`src/rtl/rca_16_bit.sv`:
```
// 16-bit unsigned ripple-carry adder built from a chain of full-adder cells,
// with the sum and carry-out registered once on the output.
module rca_16_bit #(
  parameter int unsigned WIDTH = 16
) (
  input  logic             clk_i,
  input  logic             rst_i,
  input  logic [WIDTH-1:0] a_i,
  input  logic [WIDTH-1:0] b_i,
  input  logic             c_in_i,
  output logic [WIDTH-1:0] s_o,
  output logic             c_out_o
);

  logic [WIDTH:0]   carry;
  logic [WIDTH-1:0] sum;

  logic [WIDTH-1:0] s_q, s_d;
  logic             c_out_q, c_out_d;

  assign carry[0] = c_in_i;

  // One full-adder cell per bit; carry[i+1] feeds cell i+1.
  for (genvar i = 0; i < WIDTH; i++) begin : g_fa_cell
    logic prop;
    assign prop       = a_i[i] ^ b_i[i];
    assign sum[i]     = prop ^ carry[i];
    assign carry[i+1] = (a_i[i] & b_i[i]) | (carry[i] & prop);
  end

  always_comb begin
    s_d     = sum;
    c_out_d = carry[WIDTH];
  end

  always_ff @(posedge clk_i) begin
    if (rst_i) begin
      s_q     <= '0;
      c_out_q <= 1'b0;
    end else begin
      s_q     <= s_d;
      c_out_q <= c_out_d;
    end
  end

  assign s_o     = s_q;
  assign c_out_o = c_out_q;

endmodule

```
`config.mk`:
```
export PLATFORM = sky130hd
export DESIGN_NAME = rca_16_bit
export DESIGN_NICKNAME = d
export VERILOG_FILES = /design/src/rtl/rca_16_bit.sv
export SDC_FILE = /design/constraint.sdc
export NUM_CORES = 1
export LEC_CHECK = 0
export BUFFER_PORTS_ARGS = -buffer_cell sky130_fd_sc_hd__buf_2
export CAP_MARGIN = 25
export CORE_MARGIN = 3
export CORE_UTILIZATION = 26
export DETAILED_ROUTE_END_ITERATION = 8
export GPL_TIMING_DRIVEN = 0
export MAX_ROUTING_LAYER = met4
export SYNTH_ARGS = -nofsm -noshare
export SYNTH_HDL_FRONTEND = slang
export SYNTH_SLANG_ARGS = --single-unit
```
`constraint.sdc`:
```
create_clock -name clk_i -period 15.4 [get_ports clk_i]
set_input_delay 0.77 -clock clk_i [delete_from_list [all_inputs] [get_ports clk_i]]
set_output_delay 0.77 -clock clk_i [all_outputs]
set_load 0.1 [all_outputs]
```
## Word level (Yosys, flattened, before mapping)

Cells that the tools add are included.

| word-level totals | value |
|---|---|
| flip-flop bits (word level) | 17 |
| input bits | 35 |
| output and inout bits | 17 |
| logic and storage cells | 82 |

| operators by class | value |
|---|---|
| bitwise operators | 80 |

Operators by type and width:

| kind | count |
|---|---|
| 1-bit bitwise AND | 32 |
| 1-bit XOR | 32 |
| 1-bit bitwise OR | 16 |

## Depth between registers and ports, before layout

Gate-level depths: netlist of the first run.

| depth | value |
|---|---|
| depth after elaboration | 33 |
| gate-level depth with buffers | 20 |
| depth with buffers taken out | 20 |

## Worst setup path after synthesis of the first run

No wires, ideal clock.

| timing | value |
|---|---|
| kind | input -> register |
| from | in a_i[0] |
| to | reg s_q[15], in the netlist s_o[15] |
| setup time | 0.064 ns |
| arrival | 6.872 ns |
| slack | 8.464 ns |
| stages | 20 |
| path buffers | 0 |
| cell sequence | fa_1 -> inv_1 -> fa_1 -> inv_1 -> fa_1 -> fa_1 -> fa_1 -> fa_1 -> fa_1 -> fa_1 -> fa_1 -> fa_1 -> fa_1 -> fa_1 -> fa_1 -> fa_1 -> fa_1 -> inv_1 -> fa_1 -> nor2_1 |

| on the way | value |
|---|---|
| word-level cells in the longest chain between the ends | 32 |
| elaborated cells between the ends (all ways) | 33 |

Ends and longest elaborated chain:

| item | line | RTL |
|---|---|---|
| from (decl) | 8 | `input logic [WIDTH-1:0] a_i,` |
| 1-bit XOR | 26 | `assign prop = a_i[i] ^ b_i[i];` |
| 1-bit bitwise AND | 28 | `assign carry[i+1] = (a_i[i] & b_i[i]) \| (carry[i] & prop);` |
| 1-bit bitwise OR * | 28 |  |
| 1-bit bitwise AND * | 28 |  |
| 1-bit bitwise OR * | 28 |  |
| 1-bit bitwise AND * | 28 |  |
| 1-bit bitwise OR * | 28 |  |
| 1-bit bitwise AND * | 28 |  |
| [... 16 more ...] | -- |  |
| 1-bit bitwise OR * | 28 |  |
| 1-bit bitwise AND * | 28 |  |
| 1-bit bitwise OR * | 28 |  |
| 1-bit bitwise AND * | 28 |  |
| 1-bit bitwise OR * | 28 |  |
| 1-bit bitwise AND * | 28 |  |
| 1-bit bitwise OR * | 28 |  |
| 1-bit XOR * | 27 | `assign sum[i] = prop ^ carry[i];` |
| to (signal assigned) | 38 | `s_q <= '0;` |
| to (signal assigned) | 41 | `s_q <= s_d;` |
| to (decl) | 18 | `logic [WIDTH-1:0] s_q, s_d;` |

Mark *: on every way between the ends. The rest lies on a longest branch, timed or not.
A chain may end at the register's enable or synchronous reset.

## Worst setup path after layout of the first run

Ends and elaborated chain as after synthesis.

==> results of run 1 <==
[sequential cells by signal (all words and copies together) (netlist names)]
name	cells
c_out_o	1
s_o	16
[cell families (layout without fill, tap and decap cells)]
family	after synthesis	in the layout	synth area share [%]
flops	17	17	40.90
simple gates	17	17	16.09
fa+ha+maj	16	16	38.50
buf+inv	8	63	4.512
[where the power goes]
| group | internal [mW] | leakage [nW] | switching (mW) | total, mW |
|---|---|---|---|---|
| clock | 0.0101 | 0.0150 | 0.0148 | 0.0249 |
| combinational | 0.0151 | 0.438 | 0.0515 | 0.0666 |
| sequential | 0.0496 | 0.142 | 0.00118 | 0.0507 |
[metrics by stage]
stage,util (%),power [mW]
final,40.21,0.1423
after floorplan,-,0.1049
after CTS,40.21,0.1447
after global routing,40.21,0.1508
after detailed placement,39.30,0.1194
after global placement,39.30,0.1179
[area by class of cell]
type                       instances  area, µm²
buffer                             1      11.26
inverter                           7      26.28
sequential                        17      340.3
multi-input combinational         33      454.2
timing repair buffer              51      255.2
clock buffer                       4      26.28
fill                             304       1734
tap                               42      52.55
[routing by layer]
layer / up-vias / GRT usage, % / part of all wire [%] / wire length (µm)
li1: 275 / - / - / -
met2: 32 / 17.18 / 51 / 852
met4: 0 / 4.132 / 1.3 / 22
met3: 4 / 3.777 / 9.5 / 158
met5: - / - / 0 / 0
met1: 276 / 10.07 / 38 / 626
[layout by cell type (no fill, tap or decap)]
master    synthesis  final
clkbuf_1          0      1
buf_6             1      1
buf_2             0     51
dfxtp_1          17     17
nor2b_2           7      7
fa_1             16     16
and2b_2           7      7
clkbuf_4          0      3
inv_1             7      7
nor2_1            3      3
[critical path, cell delays in order]
cell and delay (ns):
buf_2 0.11, fa_1 0.41, inv_1 0.08, fa_1 0.16
inv_1 0.05, fa_1 0.37, fa_1 0.39, fa_1 0.39
fa_1 0.38, fa_1 0.39, fa_1 0.39, fa_1 0.39
fa_1 0.41, fa_1 0.40, fa_1 0.40, fa_1 0.39
fa_1 0.38, fa_1 0.37, inv_1 0.07, fa_1 0.40
nor2_1 0.10
[worst paths after layout]
check	end	slack (ns)	cells after the start	start
max	s_o[15]$_SDFF_PP0_	8.42	21	a_i[0]
min	s_o[12]$_SDFF_PP0_	0.84	2	rst_i
==> flow_summary.yaml, run 1 <==
clock_network:
  tritoncts_clock_tree: "yes"
  cts_max_path_buffers: 2
  tritoncts_buffers: 3
  cts_repair_resize_count: 0
  post-cts-setup-buffers: 0
  cts_htree_levels: 1
  post_cts_hold_buffer_count: 0
  clock_sinks: 17
  ctsRootBufferMaster: "clkbuf_4"
  cts.reportedPaths.clkPinSlew_ns: 0.11
routing:
  first_iter_violations: 4
  routed-via-count: 587
  detail_route.vias_per_cell: 3.787
  postRouteAntennaNets: 0
  finalWirelength_um: 1660
  firstDrtPassIters: 2
  route.detailed.wl_per_inst_um: 10.71
  drcViolationCount: 0
logic_synthesis:
  syn-cell-area_um2: 832.0
  syn-num-nets: 109
  ys_types: 7
  post-synth-top-count-cell: "dfxtp_1"
  synthesis.yosys.warnings: 0
  synth_seq_area_share_pct: 40.90
  synth.top_cells.by_area: "dfxtp_1 41%, fa_1 38%, and2b_2 7.4%"
  ys_seq_elements: 17
  synth.cells.most_frequent: "17 x dfxtp_1, 16 x fa_1, 7 x and2b_2, 7 x inv_1, 7 x nor2b_2"
  synth_ff_type: "dfxtp_1"
  post_synth.cell_area_avg_um2: 14.35
  synthDominantAreaCellType: "dfxtp_1"
  number_of_cells_produced_by_synthesis: 58
  ffs_w_async_s_r_synth_pct: 0
  netlist.area_leader.share_pct: 40.90
  synth-edff-count: 0
pwr:
  leakagePower_nw: 0.5950
  vdd_ir_drop_max_v: 0.00005174
  power_density_cells_nw_per_um2: 122.0
grt:
  grt_max_degree: 11
  grt_pass1_wl_um: 2918
  grt_pass1_vias: 677
  grtUsageTotal_pct: 9.945
  gr-total-overflow: 0
  grt_antenna_before_repair: 0
floorplanning:
  rows: 19
  floorplan.die.width_um: 62.57
  die_h_um: 62.57
  core-area_um2: 2900
  initial_utilization_pct: 28.69
  num_io_pins: 52
  die_area_um2: 3915
place:
  rd_place_congestion: 0.6766
  place_ws_ns: 8.021
  place_area_um2: 1140
  dpl.hpwl_um: 1453
  placed_cells_incl_taps: 151
  number_of_port_buffers: 51
setup_path:
  criticalPathCategory: "input pin to flip-flop"
  cp_data_required_time_ns: 15.64
  worst-endpoint-arrival_ns: 7.22
  path_max_fanout: 1
  worst_setup_path_end_kind: "flip-flop"
  critical_path.startpoint_type: "input pin"
timing:
  layout_setup_ws_ns: 8.421
  setup_viol_count_final: 0
  finalMaxSlewViolations: 0
  hold_violation_count_in_the_final_report: 0
  setup_total_negative_slack_ns: 0
  worst_slew_margin_rel_pct: 67.30
  layout_min_cycle_time_ns: 6.979
  timing.hold.ws_ns: 0.8441
  grt_setup_unrepaired: "false"
  clock.fmax_ghz: 0.1433
  timing.final.crit_share_pct: 45.32
  tightest_slew_ns: 0.4939
run_status:
  run_status: "finished, final reports clean"
layout:
  antenna_cells_inserted: 0
  final_design_area_no_fill_um2: 1166
  layout-drive-gt1-share_pct: 61.06
  area_growth_syn_to_layout_pct: 40.15
  fin_cells: 155
  fin_nets: 165
worst_hold_path:
  holdCritPathClass: "input pin to flip-flop"
run:
  drv_cap: 0
(Power assumes the default switching activity.)
==> run 2: changes to the inputs <==
==> constraint.sdc (replaced) <==
create_clock -name clk_i -period 6.3 [get_ports clk_i]
set_input_delay 0.315 -clock clk_i [delete_from_list [all_inputs] [get_ports clk_i]]
set_output_delay 0.315 -clock clk_i [all_outputs]
set_load 0.1 [all_outputs]
==> flow_summary.yaml, run 2 (same netlist as run 1, synthesis figures left out) <==
grt:
  grt_antenna_before_repair: 0
  gr-total-overflow: 0
  grt_pass1_wl_um: 2911
  grt_max_degree: 11
  grt_pass1_vias: 657
  grtUsageTotal_pct: 10.16
routing:
  routed-via-count: 594
  route.detailed.wl_per_inst_um: 10.72
  first_iter_violations: 11
  finalWirelength_um: 1662
  firstDrtPassIters: 4
  postRouteAntennaNets: 0
  detail_route.vias_per_cell: 3.832
  drcViolationCount: 0
timing:
  layout_min_cycle_time_ns: 6.089
  tightest_slew_ns: 0.4884
  timing.final.crit_share_pct: 96.65
  setup_viol_count_final: 0
  clock.fmax_ghz: 0.1642
  hold_violation_count_in_the_final_report: 0
  setup_total_negative_slack_ns: 0
  worst_slew_margin_rel_pct: 67.67
  grt_setup_unrepaired: "false"
  finalMaxSlewViolations: 0
setup_path:
  setup.worst_path.start: "a_i[0]"
  crit_family: "adder cells"
  crit_path_max_incr_delay_ns: 0.40
  cp_data_required_time_ns: 6.53
  crit_path_cells: "buf_2 -> fa_1 -> inv_1 -> fa_1 -> inv_1 -> fa_2 -> fa_2 -> fa_2 -> fa_2 -> fa_1 -> fa_2 -> fa_2 -> fa_2 -> fa_2 -> fa_2 -> fa_2 -> fa_2 -> fa_1 -> inv_1 -> fa_1 -> nor2_1"
  criticalPathCategory: "input pin to flip-flop"
  critical_path_end: "s_o[15]$_SDFF_PP0_"
  worst-endpoint-arrival_ns: 6.32
  worst_setup_path_end_kind: "flip-flop"
  path_max_fanout: 1
  critical_path.slowest_cell: "fa_1"
  path_common_cell: "fa_2"
  critical_path_depth: 21
  critPathBufInv: 4
  critical_path.startpoint_type: "input pin"
floorplanning:
  num_io_pins: 52
  core-area_um2: 2900
  initial_utilization_pct: 28.69
  die_h_um: 62.57
  floorplan.die.width_um: 62.57
  rows: 19
  die_area_um2: 3915
clock_network:
  cts.reportedPaths.clkPinSlew_ns: 0.10
  cts_max_path_buffers: 2
  post-cts-setup-buffers: 0
  tritoncts_clock_tree: "yes"
  cts_htree_levels: 1
  post_cts_hold_buffer_count: 0
  ctsRootBufferMaster: "clkbuf_4"
  tritoncts_buffers: 3
  clock_sinks: 17
layout:
  final_design_area_no_fill_um2: 1194
  most_common_library_cell_in_the_layout_ignoring_fill_and_taps: "buf_2"
  area_growth_syn_to_layout_pct: 43.46
  fin_nets: 165
  antenna_cells_inserted: 0
  layout-drive-gt1-share_pct: 70.80
  fin_cells: 155
  final.fill_count: 307
  final_cell_mix: "51 x buf_2, 17 x dfxtp_1, 11 x fa_2"
  largest_register_ffs: 16
worst_hold_path:
  holdCritPathClass: "input pin to flip-flop"
place:
  placed_cells_incl_taps: 151
  place_area_um2: 1152
  rd_place_congestion: 0.6976
  number_of_port_buffers: 51
  dpl.hpwl_um: 1444
pwr:
  vdd_ir_drop_max_v: 0.00006398
  leakagePower_nw: 0.5860
  power_density_cells_nw_per_um2: 291.4
run_status:
  run_status: "finished, final reports clean"
run:
  drv_cap: 0
[run 2: cell counts in the layout (fill, tap and decap cells not counted)]
No cell type changed its count.
[run 2: how the worst min path moves through the flow]
stage / start / end / slack [ns] / cells past startpoint
6_report: rst_i / s_o[14]$_SDFF_PP0_ / 0.40 / 2
5_1_grt: rst_i / s_o[14]$_SDFF_PP0_ / 0.37 / 2
4_1_cts: b_i[6] / s_o[6]$_SDFF_PP0_ / 0.39 / 3
3_5_place_dp: b_i[6] / s_o[6]$_SDFF_PP0_ / 0.70 / 3
3_3_place_gp: b_i[6] / s_o[6]$_SDFF_PP0_ / 0.69 / 3
2_1_floorplan: rst_i / s_o[10]$_SDFF_PP0_ / 0.52 / 1
[run 2: final cells by class]
| cell class | instances | area [µm²] | share of cell area [%] |
|---|---|---|---|
| inverters | 7 | 26.28 | 2.201 |
| flip-flops and latches | 17 | 340.3 | 28.51 |
| repair buffers | 51 | 255.2 | 21.38 |
| multi-input cells | 33 | 481.7 | 40.36 |
| clock buffers | 4 | 26.28 | 2.201 |
| well taps | 42 | 52.55 | 4.403 |
| plain buffers | 1 | 11.26 | 0.9434 |
[run 2: timing repair]
item,in CTS,in global routing
resized for setup,2,4
endpoints found under the setup margin,1,1
pin swaps,0,1
hold endpoints to repair,0,0
[run 2: layer usage]
metal	wire length, µm	vias up	global-route usage, %
li1	-	277	-
met1	617	284	10.67
met2	890	31	16.51
met3	142	2	4.137
met4	11	0	4.959
met5	0	-	-
[run 2: stage by stage]
| step | setup slack, ns | power [mW] | hold slack (ns) | utilization, % |
|---|---|---|---|---|
| global route | 0.04568 | 0.3721 | 0.3714 | 41.16 |
| global placement | -0.3333 | 0.2893 | 0.6879 | 39.73 |
| detailed placement | -0.3803 | 0.2928 | 0.7012 | 39.73 |
| CTS | 0.01663 | 0.3538 | 0.3913 | 40.81 |
| finish | 0.2111 | 0.3478 | 0.4011 | 41.16 |
| floorplan | 0.01728 | 0.2570 | 0.5232 | - |
[run 2: power breakdown]
part	total, mW	switching [mW]	leakage (nW)	internal (mW)
clock	0.0583	0.0338	0.0150	0.0246
combinational	0.165	0.127	0.429	0.0386
sequential	0.124	0.00295	0.142	0.121
